$ cat config.mk
export PLATFORM = sky130hd
export DESIGN_NAME = ws2812_pixel_code
export DESIGN_NICKNAME = d
export VERILOG_FILES = /design/src/rtl/ws2812_pixel_code.sv
export SDC_FILE = /design/constraint.sdc
export NUM_CORES = 1
export LEC_CHECK = 0
export ABC_AREA = 1
export ABC_CLOCK_PERIOD_IN_PS = 7700
export BUFFER_PORTS_ARGS = -buffer_cell sky130_fd_sc_hd__buf_2
export CORE_ASPECT_RATIO = 1.4
export CORE_MARGIN = 2
export CORE_UTILIZATION = 38
export CTS_CLUSTER_DIAMETER = 100
export DETAILED_ROUTE_END_ITERATION = 10
export HOLD_SLACK_MARGIN = 0.03
export SYNTH_ARGS = -nofsm -noshare
export SYNTH_HDL_FRONTEND = slang
export SYNTH_HIERARCHICAL = 1
export SYNTH_SLANG_ARGS = --single-unit
$ cat constraint.sdc
create_clock -name clk_in -period 7.7 [get_ports clk_in]
set_input_delay 0 -clock clk_in [delete_from_list [all_inputs] [get_ports clk_in]]
set_output_delay 0 -clock clk_in [all_outputs]
set_load 0.03 [all_outputs]
$ cat src/rtl/ws2812_pixel_code.sv
// ws2812_pixel_code: multi-lane WS2812-style serial encoder.
// Takes a stream of pixel words (one DATA_WIDTH slice per lane) and shifts
// them out MSB first as pulse-width coded bits. All lanes share one bit timer.
// A word flagged "last" is followed by a latch gap of rst_cnt_in low cycles.
//
// Ports:
//   clk_in, rst_in          clock, synchronous active-high reset
//   pix_valid_in/ready_out  word handshake; pix_last_in marks end of frame
//   pix_data_in             lane c at [c*DATA_WIDTH +: DATA_WIDTH]
//   period/t0h/t1h_cnt_in   bit period and high times, in cycles
//   rst_cnt_in              latch (low) time, in cycles
//   bit_code_out            registered serial code, one bit per lane
//   frame_done_out          one-cycle pulse on the final latch cycle
//   busy_out                block is not idle

// One output lane: holds its shift register and registered code bit.
module ws2812_lane #(
  parameter int DATA_WIDTH = 24,
  parameter int CNT_WIDTH  = 8
) (
  input  logic                  clk,
  input  logic                  rst,
  input  logic                  load,
  input  logic                  adv,
  input  logic                  send_n,
  input  logic [DATA_WIDTH-1:0] data,
  input  logic [CNT_WIDTH-1:0]  cnt_n,
  input  logic [CNT_WIDTH-1:0]  t0h_n,
  input  logic [CNT_WIDTH-1:0]  t1h_n,
  output logic                  code
);
  logic [DATA_WIDTH-1:0] sh, sh_n;
  logic                  bit_n;

  // The output is computed from the *next* cycle's bit and cycle index so
  // that the registered code lines up with the cycle being entered.
  always_comb begin
    sh_n = sh;
    if (load)     sh_n = data;
    else if (adv) sh_n = sh << 1;
    bit_n = sh_n[DATA_WIDTH-1];
  end

  always_ff @(posedge clk) begin
    if (rst) begin
      sh   <= '0;
      code <= 1'b0;
    end else begin
      sh   <= sh_n;
      code <= send_n && (cnt_n < (bit_n ? t1h_n : t0h_n));
    end
  end
endmodule

module ws2812_pixel_code #(
  parameter int CHANNELS   = 2,
  parameter int DATA_WIDTH = 24,
  parameter int CNT_WIDTH  = 8,
  parameter int RST_WIDTH  = 16
) (
  input  logic                           clk_in,
  input  logic                           rst_in,
  input  logic                           pix_valid_in,
  input  logic                           pix_last_in,
  input  logic [CHANNELS*DATA_WIDTH-1:0] pix_data_in,
  output logic                           pix_ready_out,
  input  logic [CNT_WIDTH-1:0]           period_cnt_in,
  input  logic [CNT_WIDTH-1:0]           t0h_cnt_in,
  input  logic [CNT_WIDTH-1:0]           t1h_cnt_in,
  input  logic [RST_WIDTH-1:0]           rst_cnt_in,
  output logic [CHANNELS-1:0]            bit_code_out,
  output logic                           frame_done_out,
  output logic                           busy_out
);
  localparam int BW = (DATA_WIDTH > 1) ? $clog2(DATA_WIDTH) : 1;

  typedef enum logic [1:0] {IDLE, SEND, LATCH} state_t;
  state_t state, state_n;

  logic [CNT_WIDTH-1:0] cnt, cnt_n, pm1, t0h, t1h, t0h_n, t1h_n;
  logic [BW-1:0]        bidx, bidx_n;
  logic [RST_WIDTH-1:0] rlen, lcnt, lcnt_n;
  logic                 last;
  logic                 bit_end, pix_end, latch_end, ready, accept;
  logic                 load, adv, send_n;
  logic [CHANNELS-1:0]  code;

  always_comb begin
    bit_end   = (cnt == pm1);
    pix_end   = (state == SEND) && bit_end && (bidx == '0);
    latch_end = (state == LATCH) &&
                ((rlen == '0) || (lcnt == rlen - RST_WIDTH'(1)));
    // A word flagged last is followed by the latch gap, so no new word is
    // taken at the end of it.
    ready     = (state == IDLE) || (pix_end && !last);
    accept    = ready && pix_valid_in;

    state_n = state;
    cnt_n   = cnt;
    bidx_n  = bidx;
    lcnt_n  = lcnt;
    load    = 1'b0;
    adv     = 1'b0;

    case (state)
      IDLE: ;
      SEND: begin
        if (!bit_end) begin
          cnt_n = cnt + CNT_WIDTH'(1);
        end else if (bidx != '0) begin
          cnt_n  = '0;
          bidx_n = bidx - BW'(1);
          adv    = 1'b1;
        end else if (last) begin
          state_n = LATCH;
          lcnt_n  = '0;
        end else begin
          state_n = IDLE;
        end
      end
      LATCH: begin
        if (latch_end) state_n = IDLE;
        else           lcnt_n  = lcnt + RST_WIDTH'(1);
      end
      default: state_n = IDLE;
    endcase

    if (accept) begin
      state_n = SEND;
      cnt_n   = '0;
      bidx_n  = BW'(DATA_WIDTH - 1);
      load    = 1'b1;
      adv     = 1'b0;
    end

    send_n = (state_n == SEND);
    t0h_n  = load ? t0h_cnt_in : t0h;
    t1h_n  = load ? t1h_cnt_in : t1h;
  end

  always_ff @(posedge clk_in) begin
    if (rst_in) begin
      state <= IDLE;
      cnt   <= '0;
      bidx  <= '0;
      lcnt  <= '0;
      pm1   <= '0;
      t0h   <= '0;
      t1h   <= '0;
      rlen  <= '0;
      last  <= 1'b0;
    end else begin
      state <= state_n;
      cnt   <= cnt_n;
      bidx  <= bidx_n;
      lcnt  <= lcnt_n;
      if (load) begin
        // Period 0 behaves as period 1; store P-1 as the bit-end compare.
        pm1  <= (period_cnt_in == '0) ? '0 : period_cnt_in - CNT_WIDTH'(1);
        t0h  <= t0h_cnt_in;
        t1h  <= t1h_cnt_in;
        rlen <= rst_cnt_in;
        last <= pix_last_in;
      end
    end
  end

  for (genvar c = 0; c < CHANNELS; c++) begin : g_lane
    ws2812_lane #(
      .DATA_WIDTH(DATA_WIDTH),
      .CNT_WIDTH (CNT_WIDTH)
    ) u_lane (
      .clk   (clk_in),
      .rst   (rst_in),
      .load  (load),
      .adv   (adv),
      .send_n(send_n),
      .data  (pix_data_in[c*DATA_WIDTH +: DATA_WIDTH]),
      .cnt_n (cnt_n),
      .t0h_n (t0h_n),
      .t1h_n (t1h_n),
      .code  (code[c])
    );
  end

  // Outputs are forced quiet for as long as reset is held.
  assign bit_code_out   = rst_in ? '0 : code;
  assign frame_done_out = latch_end && !rst_in;
  assign busy_out       = (state != IDLE) && !rst_in;
  assign pix_ready_out  = ready && !rst_in;
endmodule

==> impl_metrics.ini <==
[hold_path]
hold-path-cell-count = 5
min_path_type = input pin to flip-flop
end_of_the_worst_hold_path = pm1[7]$_SDFFE_PP0P_
min-delay-start = period_cnt_in[7]

[clock_tree]
post-cts-setup-buffers = 0
tritoncts_clock_tree = built
ctsLongestPathBuffers = 2
clock_net_sink_count = 122
tritoncts.num_buffers = 17
clkLatencyLatePin_ps = 430
ctsHtreeMaxLevel = 4
cts.reportedPaths.clkPinSlew_ps = 60
cts-root-buf = sky130_fd_sc_hd__clkbuf_16

[yosys]
ys_seq_area_share_pct = 33.0
synthSimpleGateAreaFrac_pct = 36.5
synthXorXnorAreaFrac_pct = 4.49
number_of_synthesized_flops_with_an_enable_pin = 0
number_of_cells_produced_by_synthesis = 1139
yosys.area.top_type = sky130_fd_sc_hd__dfxtp_1
synth_top_family_by_area = simple AND/OR/NAND/NOR gates
synth.cell_area_mm2 = 0.00741
muxShareOfSynthArea_pct = 1.89
synthesis.nets = 1250
synth-main-ff-cell = sky130_fd_sc_hd__dfxtp_1
synth_compound_area_share_pct = 8.80
mapped_avg_cell_area_um2 = 6.50
yosysWarningCount = 6
synthTopCellsByArea = sky130_fd_sc_hd__dfxtp_1 (33%), sky130_fd_sc_hd__nand2_1 (15%), sky130_fd_sc_hd__nand3_1 (10%)
async_flop_share_pct = 0
synth_fa_ha_area_share_pct = 3.21
synthDistinctLibCells = 50
netlist.area_leader.share_pct = 33.0
ys_seq_elements = 122

[global_route]
grt-ovfl-total = 0
grt_start_max_net_pins = 59
grt_first_pass_wirelength_mm = 33.7
antenna_found_initial = 0
global_route.usage.total_pct = 20.3
grt_pass1_vias = 7539

[route]
drt-vias-per-instance = 4.84
detail_route.wl_per_cell_um = 12.9
route.vias.total = 7592
detail_route.first_pass.iterations = 4
drc_errors = 0
antenna_left = 0
wl_mm = 20.3
detailedRoute.firstIterationViolations = 290

[setup_path]
timing.rr.end = g_lane[0].u_lane/code$_SDFF_PP0_
timing.critical_path.arrival_ps = 4440
required_ps = 8060
cp_max_fo = 28
crit_type = flip-flop to flip-flop
cp-start-kind = flip-flop
endpoint_kind = flip-flop
reg2reg_depth = 16
slack_of_the_worst_reg_to_reg_path_ps = 3620
r2r-start = cnt[5]$_SDFF_PP0_

[timing]
max_slew_margin_pct = 24.4
final_min_period_over_clock_period_pct = 53.0
setup_violations = 0
finalMaxSlewViolations = 0
timing.final.crit_period_ps = 4080
timing.fmax_mhz = 245
rsz0062_at_grt = false
setup-tns-final_ps = 0
finClkSkew_ps = 15.2
worst-slew-pin-transition_ps = 1130
hold_viol = 0

[die]
placeable_core_region_mm2 = 0.0191
height_of_the_die_um = 169
fp-row-count = 60
die-width_um = 122
initial_utilization_pct = 38.7
pin_count = 97
die-area_mm2 = 0.0206

[layout]
ratio_of_cells_with_drive_above_1_in_the_final_layout_pct = 13.5
layout.nets = 1417
synthToLayoutAreaGrowth_pct = 28.8
fillerInstances = 2007
n_antenna_cell = 0

[power_and_ir_drop]
pwr_density_cell_mw_per_mm2 = 203
power_leakage_nw = 4.62
total_power_mw = 1.94
irDropWorstVdd_mv = 0.159

[placed_design]
detailedPlacementHpwl_mm = 14.2
gp_congestion = 0.862
port_buffer_cells = 96

[run]
max_cap_viol_count = 0

[run_status]
status = finished, final reports clean
## synthesized netlist by cell type, drive strengths merged (2+ instances only)
library cell and n:
clkbuf 29, nand2 292, mux2i 14, o311ai 2, nor4 4, a31oi 4
xor2 29, o21bai 2, nand4 11, or2 6, o21ai 55, inv 171
dfxtp 122, ha 19, a211oi 2, nor3 19, nand3b 2, a21oi 32
nand3 156, clkinv 2, o211ai 7, nor2 121, nor3b 3, xnor2 9
buf 20
## registers in the layout, indices dropped and copies added (netlist names)
signal	count
cnt	8
g_lane.u_lane/sh	48
state	2
t0h	8
g_lane.u_lane/code	2
lcnt	16
bidx	5
last	1
t1h	8
rlen	16
pm1	8
## cell usage in the layout, fill, tap and decap left out, types with 3 or more instances in the layout
| cell | n |
|---|---|
| sky130_fd_sc_hd__xor2_1 | 29 |
| sky130_fd_sc_hd__nand2_2 | 5 |
| sky130_fd_sc_hd__nand3_2 | 3 |
| sky130_fd_sc_hd__a31oi_1 | 4 |
| sky130_fd_sc_hd__mux2i_1 | 14 |
| sky130_fd_sc_hd__a21oi_1 | 21 |
| sky130_fd_sc_hd__o21ai_0 | 42 |
| sky130_fd_sc_hd__clkbuf_16 | 17 |
| sky130_fd_sc_hd__ha_1 | 19 |
| sky130_fd_sc_hd__nor3b_1 | 3 |
| sky130_fd_sc_hd__buf_4 | 6 |
| sky130_fd_sc_hd__o21ai_1 | 13 |
| sky130_fd_sc_hd__inv_2 | 3 |
| sky130_fd_sc_hd__nor2_2 | 7 |
| sky130_fd_sc_hd__dlygate4sd3_1 | 95 |
| sky130_fd_sc_hd__o211ai_1 | 7 |
| sky130_fd_sc_hd__nor2_1 | 112 |
| sky130_fd_sc_hd__buf_2 | 96 |
| sky130_fd_sc_hd__nand2_1 | 286 |
| sky130_fd_sc_hd__xnor2_1 | 9 |
| sky130_fd_sc_hd__a21oi_2 | 11 |
| sky130_fd_sc_hd__nand3_1 | 151 |
| sky130_fd_sc_hd__inv_1 | 166 |
| sky130_fd_sc_hd__or2_2 | 3 |
| sky130_fd_sc_hd__clkinvlp_4 | 3 |
| sky130_fd_sc_hd__nor3_1 | 18 |
| sky130_fd_sc_hd__nor4_1 | 4 |
| sky130_fd_sc_hd__dfxtp_1 | 122 |
| sky130_fd_sc_hd__inv_6 | 4 |
| sky130_fd_sc_hd__nand4_1 | 10 |
## through the flow
stage	hold slack (ps)	cells	utilization [%]	setup slack (ps)	cell area, µm²
floorplan	69.1	1139	-	4640	7410
global placement	226	1440	41.8	3810	8000
detailed placement	231	1440	41.8	3660	8000
CTS	32.7	1567	49.8	3630	9540
global route	87.1	1567	49.8	3200	9540
finish	46.4	1567	49.8	3620	9540
## logic make-up (layout without fill, tap and decap cells)
family	Yosys count	count (layout)
AOI/OAI and AO/OA	110	110
DFF	122	122
and+or+nand+nor	614	614
adders and majority gates	19	19
muxes	14	14
buffers and inverters	222	402
xor gates and xnor gates	38	38
## power by group
part	switching (mW)	internal [mW]	total, mW	leakage, nW
clock network	0.319	0.469	0.788	0.281
registers	0.0281	0.677	0.705	1.00
logic	0.271	0.175	0.446	3.34
## critical path, cell delays in order (launching register included)
cell and delay, ps:
sky130_fd_sc_hd__dfxtp_1 340, sky130_fd_sc_hd__xor2_1 160, sky130_fd_sc_hd__nor4_1 310, sky130_fd_sc_hd__nand2_1 300, sky130_fd_sc_hd__nor2_1 210, sky130_fd_sc_hd__nand2_1 160
sky130_fd_sc_hd__inv_1 660, sky130_fd_sc_hd__buf_4 420, sky130_fd_sc_hd__inv_1 130, sky130_fd_sc_hd__nand2_1 80, sky130_fd_sc_hd__nand3_1 110, sky130_fd_sc_hd__nand2_2 240
sky130_fd_sc_hd__mux2i_1 220, sky130_fd_sc_hd__ha_1 260, sky130_fd_sc_hd__a211oi_1 210, sky130_fd_sc_hd__nand3_1 110, sky130_fd_sc_hd__a21oi_2 100
## metal layers
layer	routed length [µm]	vias up	track usage (%)
met2	11100	138	39.6
met5	0	-	0
met4	497	0	7.70
met1	8090	3475	20.7
met3	622	40	4.13
li1	-	3939	-
## what timing repair did
action	4_1_cts	5_1_grt
gates resized for setup	0	0
endpoints found under the hold margin	86	0
hold buffers	95	0
## area by class of cell
| cell class | instances | area [µm²] | area share, % |
|---|---|---|---|
| multi-input cells | 795 | 4070 | 42.6 |
| inverters | 173 | 656 | 6.87 |
| well taps | 248 | 310 | 3.25 |
| flip-flops and latches | 122 | 2440 | 25.6 |
| repair buffers | 197 | 1480 | 15.5 |
| clock inverters | 13 | 133 | 1.39 |
| clock buffers | 19 | 453 | 4.75 |
## worst max path at each step
stage	endpoint	slack (ps)	startpoint	cells past startpoint
final	g_lane[0].u_lane/code$_SDFF_PP0_	3620	cnt[5]$_SDFF_PP0_	16
after global routing	g_lane[0].u_lane/code$_SDFF_PP0_	3200	cnt[5]$_SDFF_PP0_	16
after CTS	g_lane[0].u_lane/code$_SDFF_PP0_	3630	pm1[7]$_SDFFE_PP0P_	16
after detailed placement	g_lane[0].u_lane/code$_SDFF_PP0_	3660	pm1[7]$_SDFFE_PP0P_	16
after global placement	g_lane[0].u_lane/code$_SDFF_PP0_	3810	pm1[7]$_SDFFE_PP0P_	16
after floorplan	g_lane[0].u_lane/code$_SDFF_PP0_	4640	bidx[0]$_SDFFE_PP0P_	21
No activity file was read; power rests on OpenSTA's default activity.
